==> src/rtl/mvm_pingpong_gen.sv <==
// -----------------------------------------------------------------------------
// mvm_pingpong_gen
//   Streaming matrix-vector multiplier with two job banks (ping/pong).
//   One job is M*N matrix elements in row-major order followed by N vector
//   elements on the input stream. The block emits M signed results
//   y[i] = sum_j W[i][j]*x[j], row 0 first. While one bank is being
//   computed/output, the other bank can be loaded.
//
//   Optional build macro:
//     MVM_SATURATE_EN  defined   -> out-of-range results clamp to the OW range
//                      undefined -> data_out carries the low OW bits (wrap)
//     The overflow flag behaves identically in both builds.
//
// Ports
//   clk       : clock, all logic on the rising edge
//   reset     : synchronous active-high reset
//   data_in   : signed input stream element (IW bits)
//   s_valid   : data_in valid
//   s_ready   : block accepts data_in (registered)
//   data_out  : signed result (OW bits, registered)
//   m_valid   : data_out valid (registered)
//   m_ready   : downstream accepts data_out
//   overflow  : full-precision result of the current data_out lies outside the
//               signed OW range; qualified by m_valid
// -----------------------------------------------------------------------------
module mvm_pingpong_gen #(
    parameter int M  = 4,
    parameter int N  = 4,
    parameter int IW = 8,
    parameter int OW = 16
) (
    input  logic                 clk,
    input  logic                 reset,
    input  logic signed [IW-1:0] data_in,
    input  logic                 s_valid,
    output logic                 s_ready,
    output logic signed [OW-1:0] data_out,
    output logic                 m_valid,
    input  logic                 m_ready,
    output logic                 overflow
);

    localparam int PW = 2 * IW;                   // product width
    localparam int AW = 2 * IW + $clog2(N);       // full-precision accumulator
    localparam int RW = $clog2(M);
    localparam int CW = $clog2(N);
    localparam int XW = ((AW > OW) ? AW : OW) + 1; // range-check width

    localparam logic [RW-1:0] ROW_LAST = RW'(M - 1);
    localparam logic [CW-1:0] COL_LAST = CW'(N - 1);
    localparam logic [RW-1:0] ROW_INC  = RW'(1);
    localparam logic [CW-1:0] COL_INC  = CW'(1);

    typedef enum logic [1:0] {
        LOAD_W = 2'd0,
        LOAD_X = 2'd1,
        FULL   = 2'd2
    } load_state_t;

    typedef enum logic [2:0] {
        IDLE    = 3'd0,
        MAC     = 3'd1,
        DRAIN_A = 3'd2,
        DRAIN_B = 3'd3,
        OUT     = 3'd4
    } comp_state_t;

    load_state_t load_state_r, load_next_s;
    comp_state_t comp_state_r, comp_next_s;

    logic                 load_bank_r;
    logic                 comp_bank_r;
    logic [1:0]           full_r;
    logic [RW-1:0]        ld_row_r;
    logic [CW-1:0]        ld_col_r;
    logic [CW-1:0]        mac_col_r;
    logic [RW-1:0]        out_idx_r;
    logic                 prod_vld_r;
    logic                 s_ready_r;
    logic                 m_valid_r;
    logic                 overflow_r;
    logic signed [OW-1:0] data_out_r;

    logic signed [IW-1:0] w_mem_r [2][M][N];
    logic signed [IW-1:0] x_mem_r [2][N];
    logic signed [PW-1:0] prod_r  [M];
    logic signed [AW-1:0] acc_r   [M];

    logic s_hs_s;
    logic m_hs_s;
    logic w_last_s;
    logic load_done_s;
    logic release_s;
    logic start_s;
    logic next_ready_s;

    // Range check plus output shaping of one full-precision result: {ovf, value}.
    function automatic logic [OW:0] shape_result(input logic signed [AW-1:0] acc);
        logic signed [XW-1:0] ext;
        logic signed [XW-1:0] hi;
        logic signed [XW-1:0] lo;
        logic                 ovf;
        logic [OW-1:0]        val;
        ext = XW'(acc);
        hi  = {{(XW-OW+1){1'b0}}, {(OW-1){1'b1}}};
        lo  = ~hi;
        ovf = (ext > hi) || (ext < lo);
`ifdef MVM_SATURATE_EN
        if (ext > hi) begin
            val = hi[OW-1:0];
        end else if (ext < lo) begin
            val = lo[OW-1:0];
        end else begin
            val = ext[OW-1:0];
        end
`else
        val = ext[OW-1:0];
`endif
        return {ovf, val};
    endfunction

    assign s_hs_s      = s_valid && s_ready_r;
    assign m_hs_s      = m_valid_r && m_ready;
    assign w_last_s    = (ld_row_r == ROW_LAST) && (ld_col_r == COL_LAST);
    assign load_done_s = s_hs_s && (load_state_r == LOAD_X) && (ld_col_r == COL_LAST);
    assign release_s   = m_hs_s && (comp_state_r == OUT) && (out_idx_r == ROW_LAST);
    // A bank becomes computable either when already full or when its last beat lands now.
    assign start_s      = full_r[comp_bank_r] || (load_done_s && (load_bank_r == comp_bank_r));
    assign next_ready_s = full_r[~comp_bank_r] || (load_done_s && (load_bank_r != comp_bank_r));

    assign s_ready  = s_ready_r;
    assign m_valid  = m_valid_r;
    assign data_out = data_out_r;
    assign overflow = overflow_r;

    // Load FSM next-state logic.
    always_comb begin
        load_next_s = load_state_r;
        case (load_state_r)
            LOAD_W: begin
                if (s_hs_s && w_last_s) begin
                    load_next_s = LOAD_X;
                end else begin
                    load_next_s = LOAD_W;
                end
            end
            LOAD_X: begin
                if (load_done_s) begin
                    // The other bank is usable if empty or being released this very cycle.
                    if (!full_r[~load_bank_r] || (release_s && (comp_bank_r != load_bank_r))) begin
                        load_next_s = LOAD_W;
                    end else begin
                        load_next_s = FULL;
                    end
                end else begin
                    load_next_s = LOAD_X;
                end
            end
            FULL: begin
                if (!full_r[load_bank_r]) begin
                    load_next_s = LOAD_W;
                end else begin
                    load_next_s = FULL;
                end
            end
            default: load_next_s = LOAD_W;
        endcase
    end

    // Compute FSM next-state logic.
    always_comb begin
        comp_next_s = comp_state_r;
        case (comp_state_r)
            IDLE: begin
                if (start_s) begin
                    comp_next_s = MAC;
                end else begin
                    comp_next_s = IDLE;
                end
            end
            MAC: begin
                if (mac_col_r == COL_LAST) begin
                    comp_next_s = DRAIN_A;
                end else begin
                    comp_next_s = MAC;
                end
            end
            DRAIN_A: comp_next_s = DRAIN_B;
            DRAIN_B: comp_next_s = OUT;
            OUT: begin
                if (release_s) begin
                    if (next_ready_s) begin
                        comp_next_s = MAC;
                    end else begin
                        comp_next_s = IDLE;
                    end
                end else begin
                    comp_next_s = OUT;
                end
            end
            default: comp_next_s = IDLE;
        endcase
    end

    // State registers and registered s_ready (low only while FULL).
    always_ff @(posedge clk) begin
        if (reset) begin
            load_state_r <= LOAD_W;
            comp_state_r <= IDLE;
            s_ready_r    <= 1'b0;
        end else begin
            load_state_r <= load_next_s;
            comp_state_r <= comp_next_s;
            s_ready_r    <= (load_next_s != FULL);
        end
    end

    // Load counters, load bank pointer and bank occupancy flags.
    always_ff @(posedge clk) begin
        if (reset) begin
            load_bank_r <= 1'b0;
            ld_row_r    <= '0;
            ld_col_r    <= '0;
            full_r      <= 2'b00;
        end else begin
            if (s_hs_s) begin
                if (load_state_r == LOAD_W) begin
                    if (ld_col_r == COL_LAST) begin
                        ld_col_r <= '0;
                        ld_row_r <= w_last_s ? '0 : (ld_row_r + ROW_INC);
                    end else begin
                        ld_col_r <= ld_col_r + COL_INC;
                    end
                end else begin
                    if (ld_col_r == COL_LAST) begin
                        ld_col_r    <= '0;
                        load_bank_r <= ~load_bank_r;
                    end else begin
                        ld_col_r <= ld_col_r + COL_INC;
                    end
                end
            end
            // Loading and releasing always target different banks.
            if (load_done_s) begin
                full_r[load_bank_r] <= 1'b1;
            end
            if (release_s) begin
                full_r[comp_bank_r] <= 1'b0;
            end
        end
    end

    // Bank storage writes.
    always_ff @(posedge clk) begin
        if (s_hs_s && (load_state_r == LOAD_W)) begin
            w_mem_r[load_bank_r][ld_row_r][ld_col_r] <= data_in;
        end
        if (s_hs_s && (load_state_r == LOAD_X)) begin
            x_mem_r[load_bank_r][ld_col_r] <= data_in;
        end
    end

    // MAC pipeline: products of one column per cycle, accumulated one cycle later.
    always_ff @(posedge clk) begin
        if (reset) begin
            mac_col_r  <= '0;
            prod_vld_r <= 1'b0;
            for (int i = 0; i < M; i++) begin
                prod_r[i] <= '0;
                acc_r[i]  <= '0;
            end
        end else begin
            prod_vld_r <= (comp_state_r == MAC);
            if (comp_state_r == MAC) begin
                for (int i = 0; i < M; i++) begin
                    prod_r[i] <= PW'(w_mem_r[comp_bank_r][i][mac_col_r]) *
                                 PW'(x_mem_r[comp_bank_r][mac_col_r]);
                end
                mac_col_r <= (mac_col_r == COL_LAST) ? '0 : (mac_col_r + COL_INC);
            end
            // First MAC cycle clears; no product is pending then.
            if ((comp_state_r == MAC) && (mac_col_r == '0)) begin
                for (int i = 0; i < M; i++) begin
                    acc_r[i] <= '0;
                end
            end else if (prod_vld_r) begin
                for (int i = 0; i < M; i++) begin
                    acc_r[i] <= acc_r[i] + AW'(prod_r[i]);
                end
            end
        end
    end

    // Output register, result sequencing and compute bank pointer.
    always_ff @(posedge clk) begin
        if (reset) begin
            comp_bank_r <= 1'b0;
            out_idx_r   <= '0;
            m_valid_r   <= 1'b0;
            overflow_r  <= 1'b0;
            data_out_r  <= '0;
        end else begin
            case (comp_state_r)
                DRAIN_B: begin
                    {overflow_r, data_out_r} <= shape_result(acc_r[0]);
                    m_valid_r                <= 1'b1;
                    out_idx_r                <= '0;
                end
                OUT: begin
                    if (m_hs_s) begin
                        if (out_idx_r == ROW_LAST) begin
                            m_valid_r   <= 1'b0;
                            comp_bank_r <= ~comp_bank_r;
                        end else begin
                            out_idx_r                <= out_idx_r + ROW_INC;
                            {overflow_r, data_out_r} <= shape_result(acc_r[out_idx_r + ROW_INC]);
                        end
                    end
                end
                default: begin
                    m_valid_r <= m_valid_r;
                end
            endcase
        end
    end

endmodule

==> config.mk <==
export PLATFORM = sky130hd
export DESIGN_NAME = mvm_pingpong_gen
export DESIGN_NICKNAME = d
export VERILOG_FILES = /design/src/rtl/mvm_pingpong_gen.sv
export SDC_FILE = /design/constraint.sdc
export NUM_CORES = 1
export LEC_CHECK = 0
export ABC_AREA = 0
export CAP_MARGIN = 20
export CORE_UTILIZATION = 35
export CTS_BUF_LIST = sky130_fd_sc_hd__clkbuf_8
export DETAILED_ROUTE_END_ITERATION = 8
export HOLD_SLACK_MARGIN = 0.06
export PLACE_DENSITY = 0.54
export SLEW_MARGIN = 20
export SYNTH_ARGS = -nofsm -noshare
export SYNTH_HDL_FRONTEND = slang
export SYNTH_SLANG_ARGS = --single-unit
export TNS_END_PERCENT = 30
==> constraint.sdc <==
create_clock -name clk -period 11.47 [get_ports clk]
set_clock_uncertainty 0.1 [all_clocks]
set_input_delay 1.147 -clock clk [delete_from_list [all_inputs] [get_ports clk]]
set_output_delay 1.147 -clock clk [all_outputs]
set_load 0.03 [all_outputs]
## Word level (Yosys, flattened, before mapping)

Memories as Yosys holds them, arrays and structs flattened. A register that Yosys moved wholly into a read port is not among the register bits.
Cells that the tools add are included.

- Add/sub/neg operators: 8
- Multiply operators: 4
- $lt $le $gt $ge: 15
- Eq/ne operators: 17
- Multiplexer cells: 91
- Bitwise logic cells: 21
- Reduce and logical (&&, ||, !) cells: 32

Operator list:

| kind | number |
|---|---|
| 18-bit two-way mux | 8 |
| 128-bit two-way mux | 1 |
| 16-bit two-way mux | 6 |
| 8-bit two-way mux | 11 |
| 8-bit binary-select mux with 2-bit select | 5 |
| 18-bit by 16-bit adder with 18-bit output | 4 |
| 32-bit demux with 2-bit select | 1 |
| 8-bit by 8-bit multiplier with 16-bit output | 4 |
| 32-bit two-way mux | 2 |
| 18-bit by 16-bit > comparator with 1-bit output, second input constant | 2 |
| 18-bit by 16-bit less-than comparator with 1-bit output, second input constant | 2 |
| 1-bit two-way mux | 35 |
| 16-bit case mux with 2 select lines | 1 |
| 2-bit two-way mux | 12 |
| 1-bit logical AND | 17 |
| 8-bit demux with 2-bit select | 1 |
| 3-bit case mux with 5 select lines | 1 |
| 3-bit AND reduction | 5 |
| 1-bit bitwise OR | 12 |
| 2-bit == test, second input constant | 5 |
| 3-bit greater-or-equal comparator, second input constant | 3 |
| 2-bit inverter with 3-bit output | 3 |
| 2-bit by 1-bit adder with 2-bit output, second input constant | 4 |
| 1-bit by 2-bit less-than comparator with 1-bit output, second input constant | 4 |
| other kinds (24) | 39 |

- Register bits after elaboration: 37
- Memory bits (writable): 456
- Input port bits: 12
- Output and inout port bits: 19
- Logic and storage cells: 206
- Memories kept: 4

Memories:

| memory | depth | width | rd ports | clocked after memory_dff | write ports | line | text |
|---|---|---|---|---|---|---|---|
| w_mem_r | 2 | 128 | 1 | 1 | 1 | 84 | `logic signed [IW-1:0] w_mem_r [2][M][N];` |
| acc_r | 4 | 18 | 5 | 0 | 4 | 87 | `logic signed [AW-1:0] acc_r [M];` |
| prod_r | 4 | 16 | 4 | 0 | 4 | 86 | `logic signed [PW-1:0] prod_r [M];` |
| x_mem_r | 2 | 32 | 1 | 1 | 1 | 85 | `logic signed [IW-1:0] x_mem_r [2][N];` |

## Logic depth before layout (Yosys ltp)

Gate-level depths: netlist (run 1).

- Word-level depth: 9
- Mapped depth: 24

## Worst setup path before layout (run 1)

OpenSTA, ideal clock, no wires.

- Kind: reg-to-reg
- Start: register with a tool-made name
- End: memory prod_r[3][15] (netlist name) (data pin)
- Library setup time: 0.266 ns
- Arrival: 5.466 ns
- Data required time: 11.104 ns
- Setup slack: 5.638 ns
- Cell stages (with the launch flop): 23
- Path buffers: 3
- Path through: dfxtp_1 > buf_2 > buf_6 > buf_2 > mux4_2 > mux2i_2 > nor2_1 > fa_1 > inv_1 > fa_1 > inv_1 > fa_1 > inv_1 > fa_1 > inv_1 > ha_1 > inv_1 > o21ai_1 > a2111o_1 > a41oi_1 > o21ai_1 > xnor2_1 > nor2_1

RTL lines:

| what | line |
|---|---|
| end, declared | 86 |

==> metrics, run 1 <==
CP max-delay cell=dfxtp_4; DRT antenna net count=0; Post-DP HPWL=51300 um; CTS tree=done; die area=0.0915 sq mm; Multi-input gate area=0.0157 sq mm; status=complete, no violations; RSZ-0062 raised after global routing=false; Critical Path AT=7.18 ns; grt ovf=0; standard-cell rows=109; placed inst area=0.0333 sq mm; Synth Register Bits=494; I/O pin count=31; Finished Layout Cells=3923; setup_tns=0 ns; Clk Latency, worst-skew pair=0.69 ns; post-CTS setup buffer count=0; DIE HEIGHT=303 um; Final Instance Area=0.0350 sq mm; worst endpoint required time=11.76 ns; H-tree depth=3; post-synth top area share=41.6%; final setup vio count=0; crit path capture type=flop; mean routed wirelength per cell=18.3 um; Reg2Reg Setup Slack=4.59 ns; Post-synth top cells=edfxtp_1, nor2_1, inv_1, fa_1, ha_1; DRT Pass-1 Iters=5; Port Buffers=30; fin crit share=60.0%; Starting Density=35.6%; post-CTS sizing=0; Max Slew Vio Count=0; max incr delay on CP=0.76 ns; CP max FO=44; Max-slew headroom=26.9%; clk sink count=494; clk root buf=clkbuf_8; drt drc=0; syn avg cell area=12.1 sq um; count leader, synth=edfxtp_1; antenna violations before repair=2; Synth area leader=edfxtp_1; ys flop type=edfxtp_1; Worst Setup Start Kind=flop; Placer Congestion=0.839; crit-path cells=buf_4, mux4_2, mux2i_4, buf_4, nor2_1, fa_1, inv_1, fa_1, inv_1, fa_1, inv_1, fa_1, inv_1, ha_1, inv_1, o21ai_1, a2111o_1, a41oi_1, o21ai_1, xnor2_1, nor2_1; Min Clock Period, post-route=6.88 ns; Clock Path Buffers=3; PnR Total Power=3850 uW; Synthesized Nets=3053; vias in the first global route=20200; largest net degree at the start of global routing=57; Final Hold Viols=0; total CTS buffers=84; Die Span X=303 um; Worst-Margin Slew=1.09 ns; vias per inst=4.93; DRT iter0 DRCs=1022; FMAX=145 MHz; Core ar.=0.0889 sq mm; area growth from synthesis to layout=10.8%; dpl cells=3762; Storage cell area=0.0143 sq mm; layout cells sized above 1=11.6%; GRT Util Overall=15.9%; number of hold buffers added after CTS=0; Top cell by count, worst path=inv_1; vias=19300; ranking of synthesized cells by area=edfxtp_1, fa_1, ha_1; Worst Path Class, Setup=reg2reg; Post-synth EDFFs=438; Pwr per Cell Area=110 mW/mm^2; worst hold path type=reg2reg; Mapped Area=0.0316 sq mm; synth warn=0; final WL=71600 um; FILL cells=8505; register area share after synthesis=45.1%; VDD IR max=104 uV; MaxCap Viol Count=0; Synth cell types=66; Core Util, Final=39.4%; NumNets Final=3115; clock-pin slew on the worst setup and hold paths=0.06 ns; Gate Count Post-Synth=2622; first-pass GRT wire length=113000 um; Leakage Power=0.0140 uW; Synth async-reset ratio=0%
==> flip-flops by register name, indices dropped and copies added (netlist names), 3 cells and up, named ones only <==
name / count
data_out: 16
comp_state_r: 3
x_mem_r: 64
acc_r: 72
w_mem_r: 256
prod_r: 64
==> placed cells by master (no fill, tap or decap), drive strengths merged, types with 12 or more instances in the layout <==
| master | synthesis | final |
|---|---|---|
| a211oi | 31 | 31 |
| a21o | 28 | 28 |
| a21oi | 100 | 100 |
| and3 | 35 | 35 |
| buf | 29 | 31 |
| clkbuf | 56 | 90 |
| clkdlybuf4s50 | 0 | 30 |
| clkinv | 1 | 37 |
| dfxtp | 56 | 56 |
| edfxtp | 438 | 438 |
| fa | 224 | 224 |
| ha | 195 | 195 |
| inv | 357 | 384 |
| mux2 | 15 | 15 |
| mux2i | 54 | 54 |
| mux4 | 83 | 83 |
| nand2 | 65 | 65 |
| nand2b | 29 | 29 |
| nand3 | 29 | 29 |
| nor2 | 376 | 376 |
| nor2b | 42 | 42 |
| nor3 | 38 | 38 |
| nor3b | 12 | 12 |
| o21ai | 48 | 48 |
| o22ai | 18 | 18 |
| or2 | 60 | 60 |
| xnor2 | 65 | 65 |
| xor2 | 38 | 38 |
==> metrics by stage <==
step                      hold slack, ns  setup slack, ns
after floorplan                    0.339             5.64
after CTS                          0.377             4.09
after global placement             0.359             4.25
after detailed placement           0.367             4.10
final                              0.377             4.59
after global routing               0.398             4.03
==> cells by family (layout without fill, tap and decap cells) <==
| kind of cell | count (synthesis) | after routing | share of synthesized area, % |
|---|---|---|---|
| simple gates | 716 | 716 | 10.5 |
| flops | 494 | 494 | 45.1 |
| buf+inv | 443 | 577 | 5.40 |
| fa+ha+maj | 419 | 419 | 21.9 |
| compound gates | 295 | 295 | 5.97 |
| mux | 152 | 152 | 8.19 |
| xor+xnor | 103 | 103 | 2.85 |
| other cells | 0 | 2 | 0 |
==> per-layer routing <==
| metal | vias to the layer above | track usage [%] | wire length, um |
|---|---|---|---|
| met1 | 9697 | 21.1 | 32800 |
| met3 | 122 | 2.38 | 2620 |
| met2 | 345 | 26.8 | 34300 |
| met5 | - | 0 | 0 |
| met4 | 0 | 5.17 | 1930 |
| li1 | 9176 | - | - |
==> where the power goes <==
part	switching [uW]	leakage [uW]	internal, uW	total [uW]
Combinational	181	0.00850	123	304
Sequential	14.2	0.00455	1970	1990
Clock	753	0.000931	810	1560
==> worst max-delay path, delay by kind of cell, from the launching register on <==
family,cells,cell delay [ns]
DFF,1,0.76
and+or+nand+nor,2,0.21
AOI/OAI and AO/OA,4,0.99
buffers and inverters,7,1.37
adders and majority gates,5,2.31
muxes,2,0.60
xor gates and xnor gates,1,0.17
==> path summary, 6_finish.rpt <==
kind / cells past startpoint / start / end
min: 2 / acc_r[2][17]$_SDFFE_PP0P_ / acc_r[2][17]$_SDFFE_PP0P_
max: 21 / mac_col_r[0]$_SDFFE_PP0P_ / prod_r[3][15]$_SDFFCE_PN0P_
min reg2reg: 2 / acc_r[2][17]$_SDFFE_PP0P_ / acc_r[2][17]$_SDFFE_PP0P_
max reg2reg: 21 / mac_col_r[0]$_SDFFE_PP0P_ / prod_r[3][15]$_SDFFCE_PN0P_
==> layout make-up <==
class | count | area share (%)
Antenna cell | 2 | 0.0143
Multi-Input combinational cell | 1685 | 44.9
Inverter | 358 | 3.84
Tap cell | 1165 | 4.16
Sequential cell | 494 | 40.8
Clock buffer | 90 | 3.54
Timing Repair Buffer | 61 | 1.56
Clock inverter | 68 | 1.23
(Power assumes the default switching activity.)
==> run 2, diff against run 1 <==
PLACE_DENSITY = 0.56   (was 0.54)
clock period = 5.9 ns   (was 11.47 ns; I/O delays follow)
==> metrics, run 2 (synthesized netlist as in run 1, its figures left out) <==
status=complete, no violations (unchanged); H-tree depth=3 (unchanged); vias per inst=4.99 (was 4.93); grt ovf=0 (unchanged); GRT Util Overall=16.3% (was 15.9%); CP max FO=14 (was 44); Port Buffers=30 (unchanged); Placer Congestion=0.886 (was 0.839); part of the power in registers=52.7% (was 51.6%); CTS tree=done (unchanged); first-pass GRT wire length=115000 um (was 113000 um); clock-pin slew on the worst setup and hold paths=0.06 ns (about the same); Worst-Margin Slew=1.12 ns (was 1.09 ns); Starting Density=35.6% (unchanged); Worst Path Class, Setup=reg2reg (unchanged); DRT antenna net count=0 (unchanged); RSZ-0062 raised after global routing=true (was false); PnR Total Power=7340 uW (was 3850 uW); die area=0.0915 sq mm (unchanged); crit-path leading delay family=adder cells (unchanged); most frequent cells in the layout=edfxtp_1, inv_1, nor2_1, fa_1, ha_1 (unchanged); VDD IR max=170 uV (was 104 uV); clock power share=39.0% (was 40.5%); grt met2 use=26.8% (about the same); MaxCap Viol Count=0 (unchanged); CP max-delay cell=fa_1 (was dfxtp_4); Leakage Power=0.0145 uW (was 0.0140 uW); switch share=25.3% (was 24.6%); Post-DP HPWL=53600 um (was 51300 um); Top reg by flops=w_mem_r (unchanged); met1 usage=21.7% (was 21.1%); number of hold buffers added after CTS=0 (unchanged); FILL cells=8378 (was 8505); Internal=5490 uW (was 2910 uW); worst setup margin=0.162 ns (was 4.59 ns); min-delay src=acc_r[2][17]$_SDFFE_PP0P_ (unchanged); layout cells sized above 1=14.6% (was 11.6%); Gate power share=8.3% (was 7.9%); I/O pin count=31 (unchanged); area growth from synthesis to layout=14.1% (was 10.8%); vias=20000 (was 19300); DIE HEIGHT=303 um (unchanged); NumNets Final=3198 (was 3115); Core ar.=0.0889 sq mm (unchanged); Pwr per Cell Area=204 mW/mm^2 (was 110 mW/mm^2); final setup vio count=0 (unchanged); drt drc=0 (unchanged); Storage cell area=0.0143 sq mm (unchanged); mean routed wirelength per cell=18.9 um (was 18.3 um); total CTS buffers=82 (was 84); top flop regs=w_mem_r: 256 flops, acc_r: 72 flops (unchanged); GR Util met3=2.43% (was 2.38%); Max-slew headroom=24.9% (was 26.9%); worst path buffer plus inverter count=7 (unchanged); final WL=75600 um (was 71600 um); worst hold stages=2 (unchanged); worst endpoint required time=6.34 ns (was 11.76 ns); crit path capture type=flop (unchanged); DRT iter0 DRCs=1120 (was 1022); Final Hold Viols=0 (unchanged); Hold Path End=acc_r[2][17]$_SDFFE_PP0P_ (unchanged); Clk Latency, worst-skew pair=0.74 ns (was 0.69 ns); Max Slew Vio Count=0 (unchanged); fin crit share=97.3% (was 60.0%); crit-path cells=buf_12, buf_12, mux4_2, mux2i_4, buf_4, clkbuf_16, or2_2, fa_1, fa_1, inv_1, ha_1, inv_1, fa_1, inv_1, ha_1, a21o_1, a21oi_1, nand2b_1, a21boi_1, o41ai_2, o21ai_1, a31oi_1, mux2i_1 (was buf_4, mux4_2, mux2i_4, buf_4, nor2_1, fa_1, inv_1, fa_1, inv_1, fa_1, inv_1, fa_1, inv_1, ha_1, inv_1, o21ai_1, a2111o_1, a41oi_1, o21ai_1, xnor2_1, nor2_1); P_sw=1860 uW (was 948 uW); DRT Pass-1 Iters=5 (unchanged); Worst Setup Start Kind=flop (unchanged); antenna violations before repair=2 (unchanged); Core Util, Final=40.6% (was 39.4%); max incr delay on CP=0.52 ns (was 0.76 ns); Critical Path AT=6.18 ns (was 7.18 ns); Min Clock Period, post-route=5.74 ns (was 6.88 ns); Worst R2R End=prod_r[2][15]$_SDFFCE_PN0P_ (was prod_r[3][15]$_SDFFCE_PN0P_); Multi-input gate area=0.0158 sq mm (was 0.0157 sq mm); Die Span X=303 um (unchanged); Place WS=0.0322 ns (was 4.10 ns); FMAX=174 MHz (was 145 MHz); standard-cell rows=109 (unchanged); most crowded layer after global routing=met2 (unchanged); clk sink count=494 (unchanged); Clock Path Buffers=3 (unchanged); Worst R2R Path Depth=23 (was 21); worst hold path type=reg2reg (unchanged); vias in the first global route=20600 (was 20200); Reg2Reg Setup Slack=0.16 ns (was 4.59 ns); commonest non-fill, non-tap cell in the layout=edfxtp_1 (unchanged); largest net degree at the start of global routing=52 (was 57); clk root buf=clkbuf_8 (unchanged); max reg flops=256 (unchanged)
==> run 2: cell types whose count changed in the layout (fill, tap and decap cells not counted), sizes merged <==
| cell | previous run | this run |
|---|---|---|
| buf | 31 | 108 |
| inv | 384 | 392 |
| clkinv | 37 | 31 |
| bufinv | 3 | 1 |
| clkbuf | 90 | 92 |
==> run 2: per-stage QoR <==
step | cells | hold slack (ns) | setup TNS (ns) | instance area, sq um
floorplan | 2622 | 0.339 | 0 | 31600
global placement | 3816 | 0.365 | 0 | 33900
detailed placement | 3816 | 0.366 | 0 | 33900
CTS | 3968 | 0.378 | 0 | 35500
global route | 4001 | 0.404 | -0.161 | 36100
finish | 4002 | 0.374 | 0 | 36100
==> run 2: worst min-delay path: cells and delay by family (launching register included) <==
kind | cells | cell delay [ns]
simple gates | 1 | 0.05
mux | 1 | 0.05
flops | 1 | 0.32
==> run 2: routing by layer <==
layer | up-vias | share of wire [%]
li1 | 9349 | -
met1 | 10000 | 45
met2 | 451 | 48
met3 | 139 | 4.3
met4 | 0 | 3.3
met5 | - | 0
==> run 2: power groups by stage <==
stage	Combinational [uW]	Clock [uW]	Sequential [uW]
2_1_floorplan	434	0	3920
3_3_place_gp	588	0	3940
3_5_place_dp	602	0	3940
4_1_cts	607	2950	3870
5_1_grt	699	3080	3870
6_report	608	2870	3870
==> run 2: worst max-delay path by stage <==
stage / end / slack [ns] / cells past startpoint
6_report: prod_r[2][15]$_SDFFCE_PN0P_ / 0.16 / 23
5_1_grt: prod_r[2][15]$_SDFFCE_PN0P_ / -0.10 / 23
4_1_cts: prod_r[0][14]$_SDFFCE_PN0P_ / 0.03 / 21
3_5_place_dp: prod_r[3][13]$_SDFFCE_PN0P_ / 0.03 / 21
3_3_place_gp: prod_r[2][15]$_SDFFCE_PN0P_ / 0.0005 / 19
2_1_floorplan: prod_r[3][15]$_SDFFCE_PN0P_ / 0.07 / 22
==> run 2: area by class of cell <==
class | count | share of cell area, %
tap | 1165 | 4.04
clock buffer | 84 | 3.21
antenna | 2 | 0.0139
timing repair buffer | 146 | 4.45
sequential | 494 | 39.6
clock inverter | 68 | 1.06
multi-input combinational | 1685 | 43.9
inverter | 358 | 3.73
==> run 2: what timing repair did <==
item / CTS / global route
gates resized for setup: 0 / 38
setup buffers: 0 / 23
endpoints found under the setup margin: 0 / 16
